--- config.mk ---
export PLATFORM = sky130hd
export DESIGN_NAME = write_back
export DESIGN_NICKNAME = d
export VERILOG_FILES = /design/src/rtl/wb_pkg.sv /design/src/rtl/wb_load_format.sv /design/src/rtl/write_back.sv
export SDC_FILE = /design/constraint.sdc
export NUM_CORES = 1
export LEC_CHECK = 0
export ABC_AREA = 1
export BUFFER_PORTS_ARGS = -buffer_cell sky130_fd_sc_hd__buf_2
export CAP_MARGIN = 20
export CORE_ASPECT_RATIO = 0.8
export CORE_MARGIN = 10
export CORE_UTILIZATION = 37
export DETAILED_ROUTE_END_ITERATION = 8
export PLACE_DENSITY = 0.8
export SYNTH_ARGS = -nofsm -noshare
export SYNTH_HDL_FRONTEND = slang
export SYNTH_SLANG_ARGS = --single-unit
--- constraint.sdc ---
create_clock -name i_clk -period 1.12 [get_ports i_clk]
set_input_delay 0 -clock i_clk [delete_from_list [all_inputs] [get_ports i_clk]]
set_output_delay 0 -clock i_clk [all_outputs]
set_load 0.05 [all_outputs]
--- src/rtl/wb_pkg.sv ---
// Shared types and constants for the RV32I write-back stage.
// Load formatting is included only when WB_LOAD_EXT_EN is defined.
package wb_pkg;

  localparam int XLEN   = 32;
  localparam int REG_AW = 5;

  typedef enum logic [1:0] {
    WB_SEL_RESULT = 2'd0,
    WB_SEL_PC4    = 2'd1,
    WB_SEL_RSVD   = 2'd2,
    WB_SEL_ZERO   = 2'd3
  } wb_sel_e;

  localparam logic [2:0] F3_LB  = 3'b000;
  localparam logic [2:0] F3_LH  = 3'b001;
  localparam logic [2:0] F3_LW  = 3'b010;
  localparam logic [2:0] F3_LBU = 3'b100;
  localparam logic [2:0] F3_LHU = 3'b101;

endpackage

--- src/rtl/wb_load_format.sv ---
// Aligns a raw data-memory word by byte offset and sign/zero-extends it per load funct3.
// Instantiated only when WB_LOAD_EXT_EN is defined.
module wb_load_format
  import wb_pkg::*;
(
  input  logic [31:0] read_data,
  input  logic [2:0]  funct3,
  input  logic [1:0]  byte_off,
  output logic [31:0] load_data
);

  logic [31:0] shifted;

  // Misaligned halfwords simply take the low half of the shifted word.
  assign shifted = read_data >> {byte_off, 3'b000};

  always_comb begin
    // NOTE: assign a default before the case so no path leaves load_data unassigned (latch).
    load_data = shifted;
    case (funct3)
      F3_LB:   load_data = {{24{shifted[7]}}, shifted[7:0]};
      F3_LH:   load_data = {{16{shifted[15]}}, shifted[15:0]};
      F3_LBU:  load_data = {24'h0, shifted[7:0]};
      F3_LHU:  load_data = {16'h0, shifted[15:0]};
      default: load_data = shifted;
    endcase
  end

endmodule

--- src/rtl/write_back.sv ---
// RV32I write-back stage: combinational regfile write mux plus a one-cycle forward register.
// Define WB_LOAD_EXT_EN to enable byte/halfword load alignment and extension.
module write_back
  import wb_pkg::*;
#(
  parameter int XLEN   = 32,
  parameter int REG_AW = 5
) (
  input  logic              i_clk,
  input  logic              i_rst,
  input  logic              i_ma_mem_to_reg,
  input  logic [1:0]        i_ma_rw_sel,
  input  logic [XLEN-1:0]   i_ma_result,
  input  logic [XLEN-1:0]   i_ma_read_data,
  input  logic [XLEN-1:0]   i_ma_pc_plus_4,
  input  logic [2:0]        i_ma_funct3,
  input  logic [1:0]        i_ma_byte_off,
  input  logic              i_ma_reg_write,
  input  logic [REG_AW-1:0] i_ma_rd,
  output logic [XLEN-1:0]   o_wb_data,
  output logic              o_wb_reg_write,
  output logic [REG_AW-1:0] o_wb_rd,
  output logic              o_wb_fwd_valid,
  output logic [REG_AW-1:0] o_wb_fwd_rd,
  output logic [XLEN-1:0]   o_wb_fwd_data
);

  logic [XLEN-1:0] load_data;
  wb_sel_e         sel;

`ifdef WB_LOAD_EXT_EN
  wb_load_format u_load_format (
    .read_data (i_ma_read_data),
    .funct3    (i_ma_funct3),
    .byte_off  (i_ma_byte_off),
    .load_data (load_data)
  );
`else
  logic unused_load_ctrl;
  assign unused_load_ctrl = ^{i_ma_funct3, i_ma_byte_off};
  assign load_data        = i_ma_read_data;
`endif

  assign sel = wb_sel_e'(i_ma_rw_sel);

  always_comb begin
    o_wb_data = '0;
    if (i_ma_mem_to_reg) begin
      o_wb_data = load_data;
    end else begin
      case (sel)
        WB_SEL_RESULT: o_wb_data = i_ma_result;
        WB_SEL_PC4:    o_wb_data = i_ma_pc_plus_4;
        WB_SEL_RSVD:   o_wb_data = i_ma_result;
        default:       o_wb_data = '0;
      endcase
    end
  end

  assign o_wb_rd        = i_ma_rd;
  assign o_wb_reg_write = i_ma_reg_write & (i_ma_rd != '0);

  // No stall input: the upstream MA register freezes its outputs instead.
  always_ff @(posedge i_clk or posedge i_rst) begin
    if (i_rst) begin
      o_wb_fwd_valid <= 1'b0;
      o_wb_fwd_rd    <= '0;
      o_wb_fwd_data  <= '0;
    end else begin
      // NOTE: non-blocking assignments so every register samples pre-edge values.
      o_wb_fwd_valid <= o_wb_reg_write;
      o_wb_fwd_rd    <= i_ma_rd;
      o_wb_fwd_data  <= o_wb_data;
    end
  end

endmodule

==> impl_metrics.csv <==
group,metric,value,unit
cts,cts.clk_slew.worst_paths,0.08,ns
global_routing,grt_usage,18.7,%
cts,cts_tree,"built",
power_and_ir_drop,power.density,1340,mW/mm^2
global_routing,grt_antenna_before_repair,0,
yosys,synth_top_cell_area_share,46.5,%
status,run_status,"complete, no violations",
sta,tightest_slew,0.366,ns
yosys,avgSynthCellArea,7.83,um^2
detailed_routing,firstDrtPassIters,5,
place,dp_hpwl,6.23,mm
floorplanning,die-height,86.5,um
cts,numCtsBuffers,5,
global_routing,overflow,0,
detailed_routing,drcViolationCount,0,
finish,drive_gt1_share,48.4,%
yosys,yosysTopAreaCell,"dfrtp_1",
cts,cts_max_path_buffers,2,
sta,hold_violations,0,
finish,stdcell_area,0.00347,mm^2
worst_setup_path,path_class,"primary input to output pin",
finish,n_fill_cell,470,
power_and_ir_drop,p_int,2.87,mW
global_routing,grt_max_degree,39,
detailed_routing,drtIter0Drc,62,
place,place_area,0.00293,mm^2
sta,maxSlewHeadroom,75.6,%
place,finalWeightedCongestion,0.785,
floorplanning,fp.coreArea,0.00541,mm^2
finish,multi_input_area,855,um^2
sta,hold_slack,0.0232,ns
sta,finalCritPeriodShare,95.8,%
worst_setup_path,critical_path_required,1.12,ns
power_and_ir_drop,sw_frac_of_total,38.1,%
power_and_ir_drop,combinationalPowerShare,37.7,%
sta,fmax,932,MHz
yosys,synth_seq_cells,38,
detailed_routing,wl_per_cell,15.8,um
detailed_routing,via_per_inst,4.62,
power_and_ir_drop,clkPwrFrac,30.0,%
detailed_routing,vias,2497,
finish,nets,586,
worst_setup_path,end_kind,"output pin",
floorplanning,rows,24,
power_and_ir_drop,switchingPower,1.77,mW
cts,htreeDepth,2,
detailed_routing,drtAntennaViolNets,0,
finish,area.sequential,951,um^2
worst_setup_path,cp.arrival,1.07,ns
yosys,postSynthCellCount,261,
yosys,synth_area,0.00204,mm^2
hold_path,whs_path_depth,5,
power_and_ir_drop,leakage,2.08,nW
floorplanning,pin_count,188,
cts,postCtsSetupBuffers,0,
finish,area_growth,69.6,%
sta,fin_crit,1.07,ns
yosys,async_flop_share,100,%
yosys,synth_enable_flop_cells,0,
sta,slew_viol_final,0,
power_and_ir_drop,seqPwrFrac,32.4,%
power_and_ir_drop,ir_drop,0.000643,V
global_routing,grt_pass1_vias,2731,
finish,diodes,0,
yosys,synth_common_cells,"nand2_1 (131), dfrtp_1 (38), nand3_1 (32)",
floorplanning,initial_core_util,37.8,%
yosys,yosysSeqAreaShare,46.5,%
cts,cts.sinks,38,
detailed_routing,routed_wirelength,8.55,mm
floorplanning,die_x,103,um
hold_path,hold_path.class,"primary input to flop",
global_routing,grt_pass1_wl,13.3,mm
yosys,dominantRegCellSynth,"dfrtp_1",
flow_run,cap_viol_max_count,0,
floorplanning,die_area,0.00891,mm^2
worst_setup_path,crit_fanout,2,
sta,setup_viol,0,
cts,ctsRootBufferMaster,"clkbuf_8",
worst_setup_path,start_kind,"primary input",
yosys,synth_cell_types,13,
yosys,yosysMostFrequentCell,"nand2_1",
yosys,ys_warn_count,0,
place,io_buffers,182,
yosys,syn-num-nets,373,
yosys,ys_top_cells_by_area,"dfrtp_1 (47%), nand2_1 (24%), nand2_2 (9.2%)",
==> per-stage QoR <==
step / std cells / utilization, % / power, mW / setup TNS [ns] / setup slack [ns]
2_1_floorplan: 261 / - / 2.68 / 0 / 0.139
3_3_place_gp: 494 / 54.3 / 3.14 / 0 / 0.172
3_5_place_dp: 494 / 54.3 / 3.16 / 0 / 0.129
4_1_cts: 541 / 64.1 / 4.69 / 0 / 0.00136
5_1_grt: 540 / 64.1 / 4.86 / -0.00501 / -0.00501
6_report: 540 / 64.1 / 4.64 / 0 / 0.0476
==> repair_timing <==
action                                  CTS  global route
hold buffers                             39             0
endpoints found under the setup margin    0             2
gates resized for setup                   0             4
endpoints found under the hold margin    76             0
==> final timing paths <==
kind / start / slack [ns] / endpoint
min in group asynchronous: i_rst / 0.32 / o_wb_fwd_valid
min: i_ma_result[17] / 0.02 / o_wb_fwd_data[17]
max: i_ma_read_data[13] / 0.05 / o_wb_data[13]
max in group asynchronous: i_rst / 0.61 / o_wb_fwd_data[28]
==> placed cells by master, fill, tap and decap left out, drive strengths merged <==
cell type,count
buf,188
nand2,161
dlygate4sd3,39
dfrtp,38
nand3,32
clkbuf,6
inv,4
nor2,2
bufinv,2
clkinv,2
nand3b,1
==> layer usage <==
metal,vias to the layer above,routed length [um],track usage (%)
met5,-,0,0
li1,1221,-,-
met3,14,969,6.76
met4,0,178,6.56
met1,1130,3050,18.8
met2,132,4360,34.6
==> cell families after synthesis <==
| group | after synthesis | share of synthesized area, % |
|---|---|---|
| buffers and inverters | 27 | 11.6 |
| DFF | 38 | 46.5 |
| and+or+nand+nor | 196 | 41.8 |
==> worst max-delay path, cell delays in order <==
cell           delay (ns)
dlygate4sd3_1        0.54
buf_2                0.11
nand2_1              0.05
nand2_1              0.10
buf_2                0.27
==> power groups by stage <==
stage	clock (mW)	combinational, mW	sequential [mW]
after floorplan	0	0.762	1.92
after global placement	0	1.61	1.52
after detailed placement	0	1.63	1.53
after CTS	1.45	1.74	1.50
after global routing	1.49	1.85	1.51
final	1.39	1.75	1.50
==> cell type report <==
class	instances	area share (%)
clock buffer	5	1.99
multi-input combinational	196	24.7
tap	65	2.35
inverter	5	0.758
timing repair buffer	228	40.8
clock inverter	3	1.99
sequential	38	27.4
==> flip-flops by register name, summed over array words and instances, names as in the netlist <==
signal,cells
o_wb_fwd_rd,5
o_wb_fwd_valid,1
o_wb_fwd_data,32
(Power assumes the default switching activity.)
